[src/rtl/id_issue_sb_pkg.sv]
// Shared decode constants for the ID-stage issue scoreboard (id_issue_sb).
// Opcodes are the RV instr[6:2] field; calc_rw sizes register index ports.
package id_issue_sb_pkg;

    typedef enum logic [4:0] {
        OPC_LOAD      = 5'b00000,
        OPC_OP_IMM    = 5'b00100,
        OPC_AUIPC     = 5'b00101,
        OPC_OP_IMM_32 = 5'b00110,
        OPC_STORE     = 5'b01000,
        OPC_OP_REG    = 5'b01100,
        OPC_LUI       = 5'b01101,
        OPC_OP_REG_32 = 5'b01110,
        OPC_BRANCH    = 5'b11000,
        OPC_JALR      = 5'b11001,
        OPC_JAL       = 5'b11011
    } opcode_e;

    localparam logic [6:0] FUNCT7_MEXT = 7'b0000001;
    localparam logic [1:0] INSTR_32BIT = 2'b11;
    localparam int         OUTST_W     = 4;

    function automatic int calc_rw(input int nreg);
        return (nreg > 1) ? $clog2(nreg) : 1;
    endfunction

endpackage

[src/rtl/id_issue_sb_scoreboard.sv]
// Register busy vector and outstanding long-op counter for id_issue_sb.
// A same-cycle set and clear of one register leaves it busy (new producer wins).
module id_scoreboard
    import id_issue_sb_pkg::*;
#(
    parameter int NREG = 32,
    localparam int RW  = calc_rw(NREG)
) (
    input  logic                clk,
    input  logic                rst,
    input  logic                set_en,
    input  logic [RW-1:0]       set_rd,
    input  logic                clr_en,
    input  logic [RW-1:0]       clr_rd,
    output logic [NREG-1:0]     busy,
    output logic [NREG-1:0]     busy_eff,
    output logic                clr_hit,
    output logic [OUTST_W-1:0]  outst
);

    logic                set_hit;
    logic [NREG-1:0]     set_mask;
    logic [NREG-1:0]     clr_mask;

    // Only a clear of a register that is actually busy counts; x0 never tracks.
    always_comb begin
        clr_hit  = clr_en && (clr_rd != '0) && busy[clr_rd];
        set_hit  = set_en && (set_rd != '0);
        clr_mask = clr_hit ? ({{(NREG-1){1'b0}}, 1'b1} << clr_rd) : '0;
        set_mask = set_hit ? ({{(NREG-1){1'b0}}, 1'b1} << set_rd) : '0;
        busy_eff = busy & ~clr_mask;
    end

    always_ff @(posedge clk) begin
        if (rst) begin
            busy  <= '0;
            outst <= '0;
        end else begin
            busy <= busy_eff | set_mask;
            if (set_hit && !clr_hit) begin
                outst <= outst + OUTST_W'(1);
            end else if (!set_hit && clr_hit) begin
                outst <= outst - OUTST_W'(1);
            end
        end
    end

endmodule

[src/rtl/id_issue_sb.sv]
// Decode-stage hazard check and ID->EX register with valid/ready handshake.
// Optional macro MDU_SCOREBOARD_EN makes mul/div ops scoreboard-tracked as well.
module id_issue_sb
    import id_issue_sb_pkg::*;
#(
    parameter int XLEN      = 64,
    parameter int NREG      = 32,
    parameter int MAX_OUTST = 4,
    localparam int RW       = calc_rw(NREG)
) (
    input  logic                clk,
    input  logic                rst,
    input  logic                in_valid_i,
    output logic                in_ready_o,
    input  logic [XLEN-1:0]     pc_i,
    input  logic [31:0]         instr_i,
    input  logic                flush_i,
    input  logic                wb_clr_i,
    input  logic [RW-1:0]       wb_rdid_i,
    output logic                ex_valid_o,
    input  logic                ex_ready_i,
    output logic [XLEN-1:0]     ex_pc_o,
    output logic [31:0]         ex_instr_o,
    output logic [RW-1:0]       ex_rs1_o,
    output logic [RW-1:0]       ex_rs2_o,
    output logic [RW-1:0]       ex_rd_o,
    output logic                ex_long_o,
    output logic [NREG-1:0]     busy_o,
    output logic [OUTST_W-1:0]  outst_o
);

    opcode_e          opcode;
    logic             use_rs1, use_rs2, use_rd;
    logic [RW-1:0]    rs1, rs2, rd;
    logic             long_op;
    logic             hazard, out_free, fire;
    logic [NREG-1:0]  busy_eff;
    logic             clr_hit;

    assign opcode = opcode_e'(instr_i[6:2]);

    always_comb begin
        use_rs1 = 1'b0;
        use_rs2 = 1'b0;
        use_rd  = 1'b0;
        case (opcode)
            OPC_OP_REG, OPC_OP_REG_32: begin
                use_rs1 = 1'b1;
                use_rs2 = 1'b1;
                use_rd  = 1'b1;
            end
            OPC_OP_IMM, OPC_OP_IMM_32, OPC_LOAD, OPC_JALR: begin
                use_rs1 = 1'b1;
                use_rd  = 1'b1;
            end
            OPC_STORE, OPC_BRANCH: begin
                use_rs1 = 1'b1;
                use_rs2 = 1'b1;
            end
            OPC_JAL, OPC_LUI, OPC_AUIPC: use_rd = 1'b1;
            default: ;
        endcase
    end

    assign rs1 = use_rs1 ? RW'(instr_i[19:15]) : '0;
    assign rs2 = use_rs2 ? RW'(instr_i[24:20]) : '0;
    assign rd  = use_rd  ? RW'(instr_i[11:7])  : '0;

`ifdef MDU_SCOREBOARD_EN
    logic mdu_op;
    assign mdu_op  = ((opcode == OPC_OP_REG) || (opcode == OPC_OP_REG_32)) &&
                     (instr_i[31:25] == FUNCT7_MEXT);
    assign long_op = (((opcode == OPC_LOAD) && (instr_i[1:0] == INSTR_32BIT)) || mdu_op) &&
                     (rd != '0);
`else
    assign long_op = (opcode == OPC_LOAD) && (instr_i[1:0] == INSTR_32BIT) && (rd != '0);
`endif

    id_scoreboard #(.NREG(NREG)) u_sb (
        .clk      (clk),
        .rst      (rst),
        .set_en   (fire && long_op),
        .set_rd   (rd),
        .clr_en   (wb_clr_i),
        .clr_rd   (wb_rdid_i),
        .busy     (busy_o),
        .busy_eff (busy_eff),
        .clr_hit  (clr_hit),
        .outst    (outst_o)
    );

    // The full-count stall is lifted only by a writeback that really retires
    // an op, so the counter can never exceed MAX_OUTST.
    always_comb begin
        hazard   = (use_rs1 && busy_eff[rs1]) ||
                   (use_rs2 && busy_eff[rs2]) ||
                   (use_rd  && busy_eff[rd])  ||
                   (long_op && (outst_o == OUTST_W'(MAX_OUTST)) && !clr_hit);
        out_free   = !ex_valid_o || ex_ready_i;
        in_ready_o = out_free && !hazard && !flush_i;
        fire       = in_valid_i && in_ready_o;
    end

    always_ff @(posedge clk) begin
        if (rst) begin
            ex_valid_o <= 1'b0;
            ex_pc_o    <= '0;
            ex_instr_o <= '0;
            ex_rs1_o   <= '0;
            ex_rs2_o   <= '0;
            ex_rd_o    <= '0;
            ex_long_o  <= 1'b0;
        end else if (flush_i) begin
            ex_valid_o <= 1'b0;
        end else if (fire) begin
            ex_valid_o <= 1'b1;
            ex_pc_o    <= pc_i;
            ex_instr_o <= instr_i;
            ex_rs1_o   <= rs1;
            ex_rs2_o   <= rs2;
            ex_rd_o    <= rd;
            ex_long_o  <= long_op;
        end else if (out_free) begin
            ex_valid_o <= 1'b0;
        end
    end

endmodule

[config.mk]
export PLATFORM = sky130hd
export DESIGN_NAME = id_issue_sb
export DESIGN_NICKNAME = d
export VERILOG_FILES = /design/src/rtl/id_issue_sb_pkg.sv /design/src/rtl/id_issue_sb_scoreboard.sv /design/src/rtl/id_issue_sb.sv
export SDC_FILE = /design/constraint.sdc
export NUM_CORES = 1
export LEC_CHECK = 0
export CORE_MARGIN = 8
export CORE_UTILIZATION = 45
export CTS_CLUSTER_DIAMETER = 120
export DETAILED_ROUTE_END_ITERATION = 12
export PLACE_DENSITY = 0.76
export SLEW_MARGIN = 40
export SYNTH_ARGS = -nofsm -noshare
export SYNTH_HDL_FRONTEND = slang
export SYNTH_SLANG_ARGS = --single-unit
[constraint.sdc]
create_clock -name clk -period 12.6 [get_ports clk]
set_input_delay 2.52 -clock clk [delete_from_list [all_inputs] [get_ports clk]]
set_output_delay 2.52 -clock clk [all_outputs]
set_load 0.005 [all_outputs]
After elaboration in Yosys (flattened, before gate mapping):

Index checks and enable logic that the tools add are counted.
Widths: inputs -> output; s select.

* add/sub/neg operators: 2
* magnitude comparators: 4
* eq/ne operators: 12
* shift-type cells: 2
* multiplexer cells: 20
* bitwise gates (word level): 4
* reductions and logical operators: 35

Operators with widths (number)
* $mux 32: 2
* $shl 1x5->32 const A: 2
* $and 32x32->32: 1
* $not 32->32: 1
* $or 32x32->32: 1
* $lt 5x6->1 const B: 4
* $bmux 1 s5: 4
* $eq 5x4->1 const B: 4
* $logic_and 1x1->1: 16
* $eq 5x3->1 const B: 3
* $eq 5x5->1 const B: 3
* $mux 5: 3
* $reduce_bool 5->1: 2
* $mux 1: 9
* $reduce_or 9->1: 1
* $mux 4: 2
* $reduce_or 8->1: 1
* $logic_not 1->1: 5
* $logic_not 5->1: 1
* $add 4x1->4 const B: 1
* $eq 4x3->1 const B: 1
* $logic_or 1x1->1: 4
* $reduce_bool 2->1: 2
* $reduce_or 4->1: 1
* other kinds (5): 5

* register bits after elaboration: 149

Longest topological paths before layout:

* word-level depth: 22
* depth in mapped cells: 21
* mapped depth without buffers: 17

Cells and area by module:

From an unflattened synthesis, not the netlist that was laid out.

* cell total of the unflattened synthesis: 976
* area, all modules: 8269.2 um2

Modules (own cells, without submodules)
* id_issue_sb: times used 1, cells each 702, area each 6127.1 um2, seq. area each 2262.2 um2
* id_scoreboard: times used 1, cells each 274, area each 2142.1 um2, seq. area each 720.7 um2

Least setup slack after synthesis:

No wires, ideal clock.

* path type: input to output
* from: input port wb_rdid_i[1]
* to: output port in_ready_o
* arrival time: 4605 ps
* path slack: 5475 ps
* cell stages on the path: 10
* path buffers: 3
* cell sequence: buf_4 > buf_6 > or2_1 > buf_4 > or3_1 > o31ai_1 > a2111oi_0 > a21o_1 > a2111oi_2 > and3_1

* word-level cells in the longest chain between the ends: 15
* elaborated cells between the ends (all ways): 26
* those cells by class: shift (1); mux (9); bitwise (2); reduce/logical (14)

RTL lines
* start, declared: RTL line id_issue_sb.sv:19 `input logic [RW-1:0] wb_rdid_i,`
* $bmux 1 s5 / $reduce_bool 5->1 (equally long branches): RTL line id_issue_sb_scoreboard.sv:27 `clr_hit = clr_en && (clr_rd != '0) && busy[clr_rd];`
* $mux 1 (implied by the code) / $logic_and 1x1->1 (equally long branches): RTL line id_issue_sb_scoreboard.sv:27
* $logic_and 1x1->1: RTL line id_issue_sb_scoreboard.sv:27
* $mux 32: RTL line id_issue_sb_scoreboard.sv:29 `clr_mask = clr_hit ? ({{(NREG-1){1'b0}}, 1'b1} << clr_rd) : '0;`
* $not 32->32: RTL line id_issue_sb_scoreboard.sv:31 `busy_eff = busy & ~clr_mask;`
* $and 32x32->32: RTL line id_issue_sb_scoreboard.sv:31
* $bmux 1 s5 (on tied branches): RTL line id_issue_sb.sv:95, id_issue_sb.sv:96
* $mux 1 (on tied branches): RTL line id_issue_sb.sv:95, id_issue_sb.sv:96
* $logic_and 1x1->1 (on tied branches): RTL line id_issue_sb.sv:95, id_issue_sb.sv:96
* $logic_or 1x1->1: RTL line id_issue_sb.sv:95 `hazard = (use_rs1 && busy_eff[rs1]) ||`
* $logic_or 1x1->1: RTL line id_issue_sb.sv:96 `(use_rs2 && busy_eff[rs2]) ||`
* $logic_or 1x1->1 (*): RTL line id_issue_sb.sv:97 `(use_rd && busy_eff[rd]) ||`
* $logic_not 1->1 (*): RTL line id_issue_sb.sv:100 `in_ready_o = out_free && !hazard && !flush_i;`
* $logic_and 1x1->1 (*) (2 in series): RTL line id_issue_sb.sv:100
* end, declared: RTL line id_issue_sb.sv:14 `output logic in_ready_o,`

Mark *: on every way between the ends. The rest lies on a longest branch, timed or not. The select of a mux whose other input is x is not followed.

Worst setup path in the final report:

* from: input port wb_rdid_i[0]
* to: output port in_ready_o

Same word-level chain as after synthesis.

==> flow_metrics.py <==
metrics = {
    "final_layout": {
        "fill_cells": 1669,
        "fin_util_pct": 62.6,
        "mostFrequentLayoutCell": "nand2_1",
        "final_layout_size_suffix_gt1_share_pct": 6.81,
        "n_antenna_cell": 0,
        "final_cell_mix": "nand2_1, clkdlybuf4s50_1, dfxtp_1, mux2i_1, nor2_1",
        "area_growth_pct": 36.7,
        "nNetsFinal": 1347,
    },
    "timing": {
        "rsz0062_at_grt": "false",
        "final.min_clock_period_ns": 9.13,
        "tns_ns": 0,
        "worstMarginPinSlew_ns": 0.893,
        "finalSetupViolCount": 0,
        "clock.fmax_ghz": 0.109,
        "slew_headroom_pct": 40.0,
        "period_share_pct": 72.5,
        "slew_violations": 0,
        "hold_viol_final": 0,
        "skew_ns": 0.0153,
    },
    "logic_synthesis": {
        "synth_top_family_by_area": "simple AND/OR/NAND/NOR gates",
        "synth_area_leaders": "dfxtp_1, mux2i_1, nand2_1",
        "synth_cells": 1026,
        "synth-compound-area-share_pct": 18.4,
        "synthAdderAreaFrac_pct": 0.674,
        "yosys.area.top_type": "dfxtp_1",
        "netlist_area_sq_um": 8540,
        "synth_top_area_share_pct": 34.9,
        "yosysWarnings": 0,
        "yosysSeqAreaShare_pct": 34.9,
        "synth_fp_nets": 1137,
        "synth_xor_area_share_pct": 0.410,
        "ys.flop_type": "dfxtp_1",
        "synthSimpleGateAreaFrac_pct": 23.2,
        "synth.ff_latch_count": 149,
        "synthMuxAreaShare_pct": 16.2,
        "synth.distinct_cells": 89,
        "synth_edf_count": 0,
        "async_reset_ff_share_pct": 0,
        "avgSynthCellArea_sq_um": 8.33,
    },
    "routing": {
        "via_per_inst": 5.97,
        "route.detailed.drc": 0,
        "wl_per_cell_microns": 22.7,
        "drtPass1Iterations": 7,
        "antenna_left": 0,
        "vias": 8859,
        "drtIter0Drc": 882,
        "wirelength_microns": 33600,
    },
    "worst_setup_path": {
        "cp-end-kind": "output pin",
        "crit_chain": "clkdlybuf4s50_1 -> or2_1 -> nand3_1 -> o41ai_1 -> o311ai_1 -> o2111ai_1 -> o311ai_1 -> a2111oi_2 -> and3_1 -> clkdlybuf4s50_1",
        "reg2reg_from": "u_sb.busy[0]",
        "crit_required_ns": 10.08,
        "rr_endpoint": "ex_rs1_o[3]",
        "cp_num_buf_inv": 2,
        "crit_arrival_ns": 6.61,
        "crit_type": "in2out",
        "cp_top_family": "compound AO/OA/AOI/OAI gates",
        "reg2reg_depth": 10,
        "startpoint_type": "input pin",
        "ff2ff_setup_slack_ns": 7.90,
        "max_stage_delay_ns": 0.98,
        "cp_max_fo": 21,
        "slowest_stage": "clkdlybuf4s50_1",
    },
    "placement": {
        "dp_hpwl_microns": 25300,
        "gp_congestion": 1.00,
        "io_buffers": 256,
    },
    "clock_tree": {
        "cts.clk_slew.worst_paths_ns": 0.08,
        "cts.hold.buffers_added": 0,
        "clock-sinks": 149,
        "cts_tree": "built",
        "ctsRootBufferMaster": "clkbuf_16",
        "postCtsSetupRepairBufs": 0,
        "cts_resized": 0,
        "cts_buffers": 17,
        "clk-insertion-delay-late_ns": 0.44,
        "clock_path_buffers": 2,
        "h-tree-depth": 4,
    },
    "min_path": {
        "holdCritPathClass": "reg2reg",
        "hold_path_depth": 2,
        "hp-start": "ex_pc_o[21]",
        "holdPathEnd": "ex_pc_o[21]",
    },
    "floorplan": {
        "fp.dieW_microns": 154,
        "ios": 257,
        "dieArea_sq_um": 23700,
        "start_util_pct": 45.8,
        "core_sq_um": 18600,
        "chipHeight_microns": 154,
        "num_rows": 50,
    },
    "power_and_ir_drop": {
        "p_leak_nw": 4.12,
        "vdd_drop_max_mv": 0.0776,
        "power.density_nw_per_um2": 108,
    },
    "global_routing": {
        "grt_max_degree": 119,
        "grt_overflow": 0,
        "antenna_found_initial": 0,
        "grt_usage_pct": 27.5,
        "grt_pass1_vias": 8719,
        "grt_pass1_wl_microns": 51100,
    },
    "status": {
        "outcome": "completed",
    },
    "job": {
        "cap_violations": 0,
    },
}
==> worst register-to-register path, cell delays in order (launching register included) <==
cell and delay [ns]:
dfxtp_1 0.55, mux2_2 0.24, o221ai_1 0.17, o41ai_1 0.62
o311ai_1 0.21, o2111ai_1 0.16, o311ai_1 0.22, a2111oi_2 0.52
and4_4 0.82, buf_4 0.83, mux2i_1 0.29
==> routing by layer <==
metal / vias to the layer above / share of wire, % / global-route usage [%]
met5: - / 0 / 0
met4: 0 / 3.4 / 11.1
met3: 87 / 12 / 9.36
met2: 558 / 46 / 44.8
met1: 4102 / 39 / 32.8
li1: 4112 / - / -
==> registers in the layout (all words and copies together) (netlist names) <==
| register | count |
|---|---|
| ex_pc_o | 64 |
| u_sb.outst | 4 |
| ex_rs1_o | 5 |
| ex_rd_o | 5 |
| ex_rs2_o | 5 |
| ex_valid_o | 1 |
| ex_long_o | 1 |
| ex_instr_o | 32 |
| u_sb.busy | 32 |
==> report_power, final <==
part	switching (mW)	internal (mW)	leakage, nW
clock network	0.244	0.272	0.294
registers	0.0116	0.492	1.21
logic	0.123	0.113	2.61
total	0.379	0.877	4.12
==> cell families after synthesis <==
group / count (synthesis)
XOR/XNOR: 4
flip-flops: 149
AO/OA/AOI/OAI: 190
buffers and inverters: 95
adder cells (fa/ha/maj): 4
multiplexers: 135
AND/OR/NAND/NOR: 449
==> worst max path at each step <==
stage / start / slack [ns] / end / cells after the start
4_1_cts: wb_rdid_i[0] / 3.59 / in_ready_o / 10
3_5_place_dp: wb_rdid_i[0] / 3.57 / in_ready_o / 10
2_1_floorplan: wb_rdid_i[1] / 5.47 / in_ready_o / 10
3_3_place_gp: wb_rdid_i[0] / 3.66 / in_ready_o / 10
5_1_grt: wb_rdid_i[0] / 3.28 / in_ready_o / 10
6_report: wb_rdid_i[0] / 3.47 / in_ready_o / 10
==> layout make-up <==
type                       count  area, sq um  share of cell area [%]
clock buffer                  18          439                    3.76
clock inverter                14          158                    1.35
inverter                      18         72.6                   0.621
multi-input combinational    782         5060                    43.3
sequential                   149         2980                    25.5
tap                          234          293                    2.51
timing repair buffer         268         2680                    22.9
==> through the flow <==
stage	setup slack [ns]	instances	hold slack [ns]	instance area [sq um]	power (mW)
detailed placement	3.57	1450	0.446	11000	0.746
global placement	3.66	1450	0.441	11000	0.745
global route	3.28	1483	0.472	11700	1.30
finish	3.47	1483	0.457	11700	1.26
CTS	3.59	1482	0.460	11600	1.26
floorplan	5.47	1026	0.451	8540	0.639
==> cell usage after synthesis (7+ instances only) <==
master,number
a211oi_1,10
a21oi_1,15
a31oi_1,10
a32o_1,10
and2_1,8
buf_2,8
buf_4,7
buf_8,10
clkbuf_1,44
dfxtp_1,149
inv_1,16
mux2_1,10
mux2_2,7
mux2i_1,115
nand2_1,273
nand2b_1,12
nand3_1,23
nor2_1,58
nor2b_1,11
nor3_1,16
nor4_1,7
o211ai_1,11
o21ai_0,12
o22ai_1,22
o31a_1,7
o31ai_1,9
o32ai_1,7
or3_1,7
Power figures use the tool's default switching activity.
